File: config.mk
export PLATFORM = sky130hd
export DESIGN_NAME = write_port_arbiter
export DESIGN_NICKNAME = d
export VERILOG_FILES = /design/src/rtl/write_port_arbiter.sv
export SDC_FILE = /design/constraint.sdc
export NUM_CORES = 1
export LEC_CHECK = 0
export ABC_CLOCK_PERIOD_IN_PS = 1900
export CAP_MARGIN = 0
export CORE_MARGIN = 4
export CORE_UTILIZATION = 28
export CTS_BUF_LIST = sky130_fd_sc_hd__clkbuf_8
export DETAILED_ROUTE_END_ITERATION = 8
export DONT_BUFFER_PORTS = 1
export HOLD_SLACK_MARGIN = 0.05
export RECOVER_POWER = 100
export REMOVE_ABC_BUFFERS = 1
export SETUP_SLACK_MARGIN = 0.15
export SYNTH_ARGS = -nofsm -noshare
export SYNTH_HDL_FRONTEND = slang
export SYNTH_SLANG_ARGS = --single-unit
File: constraint.sdc
create_clock -name write_clk -period 1.9 [get_ports write_clk]
set_clock_uncertainty 0.2 [all_clocks]
set_input_delay 0.285 -clock write_clk [delete_from_list [all_inputs] [get_ports write_clk]]
set_output_delay 0.285 -clock write_clk [all_outputs]
set_load 0.05 [all_outputs]
File: src/rtl/write_port_arbiter.sv
// Round-robin arbiter sharing one async-FIFO write port among NUM_REQ requesters.
// Define ARB_BURST_EN to let a grant holder keep the port for up to MAX_BURST beats.
module write_port_arbiter #(
  parameter int unsigned NUM_REQ    = 4,
  parameter int unsigned DATA_WIDTH = 8,
  parameter int unsigned MAX_BURST  = 4
) (
  input  logic                            write_clk,
  input  logic                            write_reset_n,
  input  logic [NUM_REQ-1:0]              req_valid,
  input  logic [NUM_REQ*DATA_WIDTH-1:0]   req_data,
  output logic [NUM_REQ-1:0]              req_ready,
  input  logic                            write_full,
  output logic                            write_inc,
  output logic [DATA_WIDTH-1:0]           write_data,
  output logic                            grant_valid,
  output logic [$clog2(NUM_REQ)-1:0]      grant_id
);

  localparam int unsigned IdW = $clog2(NUM_REQ);

  if (NUM_REQ < 2 || MAX_BURST < 1) begin : gen_param_check
    $error("write_port_arbiter: NUM_REQ must be >= 2 and MAX_BURST >= 1");
  end

  typedef enum logic [0:0] {StIdle, StGrant} state_e;

  state_e           state_q, state_d;
  logic             grant_valid_q, grant_valid_d;
  logic [IdW-1:0]   grant_id_q, grant_id_d;
  logic [IdW-1:0]   rr_ptr_q, rr_ptr_d;
  logic             holder_valid;
  logic             release_grant;

`ifdef ARB_BURST_EN
  localparam int unsigned BcW = (MAX_BURST > 1) ? $clog2(MAX_BURST) : 1;
  logic [BcW-1:0] burst_cnt_q, burst_cnt_d;
  logic           burst_more;
  assign burst_more = 32'(burst_cnt_q) < (MAX_BURST - 1);
`endif

  // Explicit wrap so non-power-of-two NUM_REQ never produces an out-of-range id.
  function automatic logic [IdW-1:0] next_id(input logic [IdW-1:0] id);
    next_id = (id == IdW'(NUM_REQ - 1)) ? '0 : IdW'(id + 1'b1);
  endfunction

  function automatic logic [IdW-1:0] rr_winner(input logic [IdW-1:0] p,
                                               input logic [NUM_REQ-1:0] v);
    int unsigned idx;
    logic        found;
    rr_winner = p;
    found     = 1'b0;
    for (int unsigned off = 0; off < NUM_REQ; off++) begin
      idx = 32'(p) + off;
      if (idx >= NUM_REQ) idx = idx - NUM_REQ;
      if (!found && v[idx]) begin
        found     = 1'b1;
        rr_winner = IdW'(idx);
      end
    end
  endfunction

  assign holder_valid = req_valid[grant_id_q];

  always_comb begin
    req_ready = '0;
    if (grant_valid_q && !write_full) req_ready[grant_id_q] = 1'b1;
    write_inc  = grant_valid_q & holder_valid & ~write_full;
    write_data = grant_valid_q ? req_data[32'(grant_id_q)*DATA_WIDTH +: DATA_WIDTH] : '0;
  end

  assign grant_valid = grant_valid_q;
  assign grant_id    = grant_id_q;

  always_comb begin
    state_d       = state_q;
    grant_valid_d = grant_valid_q;
    grant_id_d    = grant_id_q;
    rr_ptr_d      = rr_ptr_q;
    release_grant = 1'b0;
`ifdef ARB_BURST_EN
    burst_cnt_d   = burst_cnt_q;
`endif
    unique case (state_q)
      StIdle: begin
        if (|req_valid) begin
          state_d       = StGrant;
          grant_valid_d = 1'b1;
          grant_id_d    = rr_winner(rr_ptr_q, req_valid);
        end
      end
      StGrant: begin
        // Full stalls everything, including a (not permitted) valid drop.
        if (!write_full) begin
          if (!holder_valid) begin
            state_d       = StIdle;
            grant_valid_d = 1'b0;
`ifdef ARB_BURST_EN
            burst_cnt_d   = '0;
`endif
          end else begin
            rr_ptr_d = next_id(grant_id_q);
`ifdef ARB_BURST_EN
            if (burst_more) begin
              burst_cnt_d = BcW'(burst_cnt_q + 1'b1);
            end else begin
              burst_cnt_d   = '0;
              release_grant = 1'b1;
            end
`else
            release_grant = 1'b1;
`endif
            if (release_grant) begin
              if (|req_valid) begin
                grant_id_d = rr_winner(next_id(grant_id_q), req_valid);
              end else begin
                state_d       = StIdle;
                grant_valid_d = 1'b0;
              end
            end
          end
        end
      end
      default: begin
        state_d       = StIdle;
        grant_valid_d = 1'b0;
      end
    endcase
  end

  always_ff @(posedge write_clk or negedge write_reset_n) begin
    if (!write_reset_n) begin
      state_q       <= StIdle;
      grant_valid_q <= 1'b0;
      grant_id_q    <= '0;
      rr_ptr_q      <= '0;
`ifdef ARB_BURST_EN
      burst_cnt_q   <= '0;
`endif
    end else begin
      state_q       <= state_d;
      grant_valid_q <= grant_valid_d;
      grant_id_q    <= grant_id_d;
      rr_ptr_q      <= rr_ptr_d;
`ifdef ARB_BURST_EN
      burst_cnt_q   <= burst_cnt_d;
`endif
    end
  end

endmodule

After elaboration in Yosys (flattened, before gate mapping)
Cells that the tools add are included.
{"block": "op_classes", "n_addsub": 15, "order_cmp": 18, "n_eq_ne": 6, "shifts": 1, "muxes": 101, "bitwise": 4, "n_reduce_logical": 19}
{"operator": "2-to-1 mux 32 bit", "n": 32}
{"operator": "< comparator 32 x 3 -> 1 bit, second input constant", "n": 8}
{"operator": "2-to-1 mux 1 bit", "n": 41}
{"operator": "variable part select 32 x 6 -> 8 bit", "n": 1}
{"operator": "2-to-1 mux 2 bit", "n": 13}
{"operator": "subtractor 3 x 3 -> 4 bit, second input constant", "n": 6}
{"operator": "binary-select mux 1 bit (select 2 bit)", "n": 9}
{"operator": "greater-or-equal comparator 3 bit, second input constant", "n": 6}
{"operator": "adder 2 x 2 -> 3 bit, second input constant", "n": 4}
{"operator": "logical AND 1 bit", "n": 8}
{"operator": "2-to-1 mux 8 bit", "n": 1}
{"operator": "subtractor 2 x 3 -> 4 bit, second input constant", "n": 2}
{"operator": "zero test 1 bit", "n": 7}
{"operator": "adder 2 x 1 -> 3 bit, second input constant", "n": 2}
{"operator": "greater-or-equal comparator 2 x 3 -> 1 bit, second input constant", "n": 2}
{"operator": "AND reduction 3 bit", "n": 2}
{"operator": "2-to-1 mux 4 bit", "n": 1}
{"operator": "inequality test 2 x 1 -> 1 bit, second input constant", "n": 2}
{"operator": "inequality test 2 bit, second input constant", "n": 2}
{"operator": "case mux 1 bit (2 select lines)", "n": 2}
{"operator": "case mux 2 bit (2 select lines)", "n": 1}
{"operator": "AND reduction 4 bit", "n": 1}
{"operator": "OR reduction 4 bit", "n": 1}
{"operator": "< comparator 2 x 3 -> 1 bit, second input constant", "n": 1}
{"operator": "7 further kinds", "n": 9}
{"block": "word_totals", "regBits": 6, "input_bits": 39, "out_inout_bits": 16, "elab_cells": 168}

Logic depth before layout (Yosys ltp)
Gate-level depths: netlist of run 1.
{"block": "depth", "ltp_word": 36, "mapped_depth": 7, "ltp_nobuf": 6}

Least setup slack after synthesis of run 1
OpenSTA, ideal clock, no wires.
{"block": "synth_path", "kind": "register to register", "startpoint": "register grant_id_q[0], in the netlist grant_id[0]", "endpoint": "register grant_id_q[1], in the netlist grant_id[1]", "setup_time_ns": 0.095, "arrival_ns": 2.121, "required_time_ns": 1.605, "slack_ns": -0.516, "path_stages_with_launch": 8, "path_buffers": 1, "period_less_slack_ns": 2.416, "cell_sequence": "dfrtp_1 buf_4 inv_2 ha_1 nand2b_1 a21oi_1 o311a_1 o31ai_1"}
{"block": "synth_via", "elab_chain_len": 36, "word_cells_on_any_way": 75, "cone_classes": "add/sub (8); order compare (4); eq/ne (2); mux (54); reduce/logical (7)"}
{"element": "start, declared", "line": "30", "source": "logic [IdW-1:0] grant_id_q, grant_id_d;"}
{"element": "start signal, assigned", "line": "143", "source": "grant_id_q <= grant_id_d;"}
{"element": "adder 2 x 1 -> 2 bit or equality test 2 bit (tied branches)", "line": "44", "source": "next_id = (id == IdW'(NUM_REQ - 1)) ? '0 : IdW'(id + 1'b1);"}
{"element": "2-to-1 mux 2 bit", "line": "44"}
{"element": "subtractor 2 x 3 -> 4 bit or greater-or-equal comparator 2 x 3 -> 1 bit (tied branches)", "line": "55", "source": "if (idx >= NUM_REQ) idx = idx - NUM_REQ;"}
{"element": "2-to-1 mux 32 bit", "line": "55"}
{"element": "2-to-1 mux 32 bit", "line": "114", "source": "if (|req_valid) begin"}
{"element": "2-to-1 mux 32 bit", "line": "95", "source": "if (!holder_valid) begin"}
{"element": "2-to-1 mux 32 bit", "line": "94", "source": "if (!write_full) begin"}
{"element": "2-to-1 mux 32 bit", "line": "84", "source": "unique case (state_q)"}
{"element": "(+20 left out)"}
{"element": "2-to-1 mux 1 bit", "line": "84"}
{"element": "zero test 1 bit", "line": "56", "source": "if (!found && v[idx]) begin"}
{"element": "logical AND 1 bit", "line": "56"}
{"element": "2-to-1 mux 2 bit", "line": "56"}
{"element": "2-to-1 mux 2 bit", "line": "114"}
{"element": "2-to-1 mux 2 bit", "line": "95"}
{"element": "2-to-1 mux 2 bit", "line": "94"}
{"element": "case mux 2 bit (2 select lines)", "line": "84"}
Several ways; a longest one is shown, not always the timed one. The select of a mux whose other input is x is not followed.
A chain may end at the register's enable or synchronous reset.

Final worst setup path of run 1
{"block": "layout_path", "startpoint": "register grant_id_q[0], in the netlist grant_id[0]", "endpoint": "output write_data[4]"}
{"block": "layout_via", "elab_chain_len": 2}
{"element": "variable part select 32 x 6 -> 8 bit", "line": "69", "source": "write_data = grant_valid_q ? req_data[32'(grant_id_q)*DATA_WIDTH +: DATA_WIDTH] : '0;"}
{"element": "2-to-1 mux 8 bit", "line": "69"}
{"element": "end, declared", "line": "15", "source": "output logic [DATA_WIDTH-1:0] write_data,"}
Every way passes these cells.

==> results of run 1 <==
critical path: cells and delay by family (launching register included):
kind | cells | cell delay [ps]
flip-flops | 1 | 370
AND/OR/NAND/NOR | 1 | 230
multiplexers | 1 | 510
buffers and inverters | 1 | 180
path summary, 6_finish.rpt:
path,from,endpoint,slack [ps],cells past startpoint
worst min register to register,grant_id[1],grant_id[1],410,2
min in group asynchronous,write_reset_n,grant_id[1],180,1
max in group asynchronous,write_reset_n,state_q,1090,1
worst max-delay path,grant_id[0],write_data[4],-100,3
worst min-delay path,req_valid[1],grant_id[1],140,2
worst max register to register,grant_id[0],grant_id[0],-50,7
layout by cell type, fill, tap and decap left out, types with 2 or more instances in the layout:
cell	count
a21oi_1	3
nand2b_1	3
clkbuf_2	3
and2_1	3
buf_6	4
dfrtp_1	6
o21ai_0	4
mux2_4	2
nand2_1	3
nor3_1	4
mux4_2	9
o311a_1	2
nor2b_1	3
a31oi_1	2
buf_4	10
inv_1	6
and2_4	10
dlygate4sd3_1	2
nor2_1	2
ha_1	2
clkbuf_8	3
flip-flops by register name (all words and copies together) (netlist names):
signal       cells
state_q          1
grant_valid      1
rr_ptr_q         2
grant_id         2
cells by family after synthesis:
logic type | after synthesis
AND/OR/NAND/NOR | 31
AO/OA/AOI/OAI | 20
buffers and inverters | 12
multiplexers | 12
flip-flops | 6
adder cells (fa/ha/maj) | 4
metal layers:
layer	global-route usage	vias up	part of all wire	routed length (um)
li1	-	362	-	-
met1	0.131	345	0.36	858
met2	0.183	69	0.47	1120
met3	0.0829	2	0.17	411
met4	0	0	0.0033	8
met5	0	-	0	0
power groups by stage:
stage / clock, mW / sequential, mW / combinational [mW]
2_1_floorplan: 0 / 0.462 / 1.06
3_3_place_gp: 0 / 0.272 / 1.64
3_5_place_dp: 0 / 0.276 / 1.65
4_1_cts: 0.193 / 0.280 / 1.84
5_1_grt: 0.211 / 0.298 / 2.08
6_report: 0.192 / 0.286 / 1.94
area by class of cell:
class,count,area [um2]
clock buffer,3,41.3
fill,271,1640
tap,31,38.8
timing repair buffer,22,186
sequential,6,150
inverter,7,26.3
multi-input combinational,67,694
through the flow:
stage | hold slack, ps | utilization | power (mW) | setup TNS (ps) | area, um2
2_1_floorplan | -211 | - | 1.53 | -8500 | 786
3_3_place_gp | -210 | 0.351 | 1.91 | -28.3 | 977
3_5_place_dp | -210 | 0.351 | 1.93 | -107 | 977
4_1_cts | 129 | 0.394 | 2.31 | -978 | 1100
5_1_grt | 130 | 0.409 | 2.59 | -1750 | 1140
6_report | 140 | 0.409 | 2.41 | -916 | 1140
what timing repair did:
action                                  4_1_cts  5_1_grt
hold buffers                                  2        0
setup buffers                                 1        2
endpoints found under the setup margin       17       18
resized for setup                            25       11
gates cloned                                  0        0
pin swaps                                     1        2
endpoints found under the hold margin         7        0
==> results_dict.tcl, run 1 <==
set metrics [dict create \
    status "finished, violations left" \
    violations "setup timing" \
    power_density_nw_per_um2 2120 \
    die_area_um2 3880 \
    syn_inst 85 \
    min_period_ps 2000 \
    path_max_fanout 5 \
    htreeDepth 1 \
    synth_commonest_cells "13 x and2_1, 9 x mux4_2, 6 x dfrtp_1, 6 x inv_1, 5 x o21ai_0" \
    yosysUniqueCellTypes 30 \
    antenna_left 0 \
    insertion_delay_ps 220 \
    grt_max_degree 13 \
    drt-vias-per-instance 5.72 \
    io_pins 55 \
    clkPwrFrac 0.080 \
    tightestPinTransition_ps 442 \
    synth_compound_area_frac 0.177 \
    post-place-ws_ps -75.9 \
    power_frac_seq 0.119 \
    antenna_found_initial 0 \
    slew_viol_final 0 \
    dp_hpwl_um 1880 \
    combPwrFrac 0.802 \
    fmax_mhz 500 \
    path_clk_slew_ps 40 \
    criticalPathCategory "reg2out" \
    cts_sinks 6 \
    synth_xor_xnor_area_share 0 \
    period_share 1.05 \
    finalNonFillerCells 136 \
    switchingPower_mw 1.24 \
    grt_pass1_vias 751 \
    hold_path.class "in2reg" \
    synth-seq-cells 6 \
    peakVddDrop_uv 1310 \
    clk_path_buf_depth 2 \
    startpoint_type "flip-flop" \
    seq_area_frac_synth 0.182 \
    drt_pass1_iterations 4 \
    dp.cells 128 \
    overflow 0 \
    die-width_um 62.3 \
    drt-total-wl_um 2400 \
    start_util 0.297 \
    synth.area.top_cells "mux4_2 25%, dfrtp_1 18%, and2_1 9.8%" \
    synth.area.mux_share 0.285 \
    synth-edff-count 0 \
    rows 19 \
    required_ps 1410 \
    cp_slowest_cell "mux4_2" \
    yosys_warnings 0 \
    drive_gt1_frac 0.486 \
    slew_headroom 0.705 \
    cts_root_buffer "clkbuf_8" \
    grt_pass1_wl_um 3690 \
    cts_buffers 3 \
    vias 778 \
    finalNetCount 150 \
    drt-initial-drc-count 29 \
    internal-power_mw 1.17 \
    grt_setup_unrepaired "yes" \
    synth_area_per_cell_um2 9.72 \
    area_growth_pct 37.7 \
    syn-cell-area_um2 826 \
    synth_top_family_by_area "multiplexers" \
    portBuffers 0 \
    ys_async_sr_fraction 1.00 \
    die_y_um 62.3 \
    crit_path_end_kind "output pin" \
    path_cells "buf_4, mux4_2, and2_4" \
    synthFlopType "dfrtp_1" \
    synthAdderAreaFrac 0.0606 \
    cts_tree "done" \
    critical_path_arrival_ps 1520 \
    wl_per_cell_um 17.7 \
    p_leak_nw 0.501 \
    gp_congestion 0.847 \
    synth_top_area_cell "mux4_2" \
    netlist.area_leader.share 0.245 \
    fin_ws_ps -101 \
    switching_share 0.514 \
    slowest_delay_ps 510 \
    n_antenna_cell 0 \
    max_cap_viol_count 0 \
    hold_violations 0 \
    synthSimpleGateAreaFrac 0.215 \
    setup-violations-final 12 \
    yosys.cell_count.top_type "and2_1" \
    track_usage 0.114 \
    core_area_um2 2780 \
    drc 0 \
]
Note: power is estimated with default switching activity, not from simulation.
==> run 2: changes to the inputs <==
ABC_CLOCK_PERIOD_IN_PS = 1800   (was 1900)
clock period = 1.8 ns   (was 1.9 ns; I/O delays follow)
==> run 2 against run 1 <==
Critical path depth is the same. Power grew 13%. Final area grew 7.9%. Clock-buffer cell count is the same. Flip-flop and latch count is the same. Register-to-register slack lost 80 ps. Hold slack lost 25 ps. The run still ends with setup timing left. Non-clock buffer count grew 3. Critical endpoint is now write_data[7]. Worst setup slack lost 62 ps. Sequential share of layout area shrank 0.87 points. Die area is the same.
==> results_dict.tcl, run 2 (synthesis gave the netlist of run 1 again) <==
set metrics [dict create \
    status "finished, violations left" \
    violations "setup timing" \
    critical_path_arrival_ps 1490 \
    overflow 0 \
    worstReg2RegEnd "rr_ptr_q[1]" \
    insertion_delay_ps 220 \
    path_cells "buf_6, mux4_2, and2_4" \
    gp_congestion 0.809 \
    grt_setup_unrepaired "yes" \
    startpoint_type "flip-flop" \
    dp_hpwl_um 1940 \
    reg2regPathDepth 5 \
    die_area_um2 3880 \
    clk_path_buf_depth 2 \
    hp-start "req_valid[1]" \
    final_common_cell "buf_4" \
    dpl_cell_area_um2 1010 \
    antenna_left 0 \
    fillers 263 \
    portBuffers 0 \
    track_usage 0.115 \
    finalNonFillerCells 139 \
    crit_path_end_kind "output pin" \
    cts_tree "done" \
    cts_root_buffer "clkbuf_8" \
    regArea_um2 151 \
    hold_violations 0 \
    critPathBufInv 1 \
    slew_viol_final 0 \
    drive_gt1_frac 0.556 \
    finalNetCount 153 \
    hold_end "grant_id[1]" \
    min_period_ps 1960 \
    critPathTopFamily "multiplexers" \
    grt_pass1_wl_um 3680 \
    drt-total-wl_um 2390 \
    path_clk_slew_ps 40 \
    die_y_um 62.3 \
    holdWs_ps 114 \
    max_cap_viol_count 0 \
    vias 768 \
    n_antenna_cell 0 \
    period_share 1.09 \
    p_leak_nw 0.534 \
    hold_path.class "in2reg" \
    final_util 0.441 \
    multi_input_area_um2 704 \
    core_area_um2 2780 \
    slowest_delay_ps 500 \
    layout_common_cells "13 x buf_4, 12 x and2_4, 9 x mux4_2" \
    setup-violations-final 16 \
    io_pins 55 \
    die-width_um 62.3 \
    fin_ws_ps -163 \
    power_density_nw_per_um2 2230 \
    criticalPathCategory "reg2out" \
    drt_pass1_iterations 4 \
    path_max_fanout 5 \
    drt-vias-per-instance 5.53 \
    reg2reg_slack_ps -130 \
    start_util 0.297 \
    rows 19 \
    antenna_found_initial 0 \
    grt_max_degree 13 \
    cts_buffers 3 \
    area_growth_pct 48.6 \
    wl_per_cell_um 17.2 \
    slew_headroom 0.707 \
    tns_ps -1990 \
    fin_area_um2 1230 \
    drt-initial-drc-count 24 \
    cp_slowest_cell "mux4_2" \
    peakVddDrop_uv 1640 \
    r2r_start "grant_id[0]" \
    required_ps 1330 \
    drc 0 \
    whs_path_depth 2 \
    tightestPinTransition_ps 439 \
    p_total_mw 2.73 \
    cts_sinks 6 \
    grt_pass1_vias 767 \
    fmax_mhz 509 \
    dp.cells 131 \
    htreeDepth 1 \
    post-place-ws_ps -143 \
]
run 2: what timing repair did:
action                                  in CTS  in global routing
hold buffers                                 2                  0
endpoints found under the hold margin        7                  0
endpoints found under the setup margin      19                 19
buffers inserted                             1                  2
resized for setup                           29                 14
pin swaps                                    2                  3
run 2: worst register-to-register path: stages, from the launching register on:
cell,delay [ps]
dfrtp_2,400
buf_6,130
mux4_2,500
buf_4,170
nand3_2,100
mux2_4,310
run 2: final cells by class:
type,instances,area share
timing repair buffer,25,0.214
tap,31,0.0316
inverter,7,0.0234
clock buffer,3,0.0336
multi-input combinational,67,0.574
sequential,6,0.123
run 2: how the worst max path moves through the flow:
stage,start,to,slack (ps),cells past startpoint
after global placement,grant_id[0],write_inc,-80,3
after detailed placement,grant_id[0],grant_id[1],-140,7
final,grant_id[0],write_data[7],-160,3
after CTS,grant_id[0],write_data[7],-200,3
after global routing,grant_id[0],write_data[7],-210,3
after floorplan,grant_id[0],write_inc,-690,2
run 2: power breakdown:
group	switching [mW]	internal [mW]
Sequential	0.101	0.206
Clock	0.0567	0.144
Combinational	1.19	1.04
run 2: layer usage:
| metal | vias up | GRT usage | part of all wire |
|---|---|---|---|
| met3 | 0 | 0.0703 | 0.15 |
| li1 | 363 | - | - |
| met5 | - | 0 | 0 |
| met2 | 59 | 0.203 | 0.49 |
| met1 | 346 | 0.117 | 0.36 |
| met4 | 0 | 0.0159 | 0 |
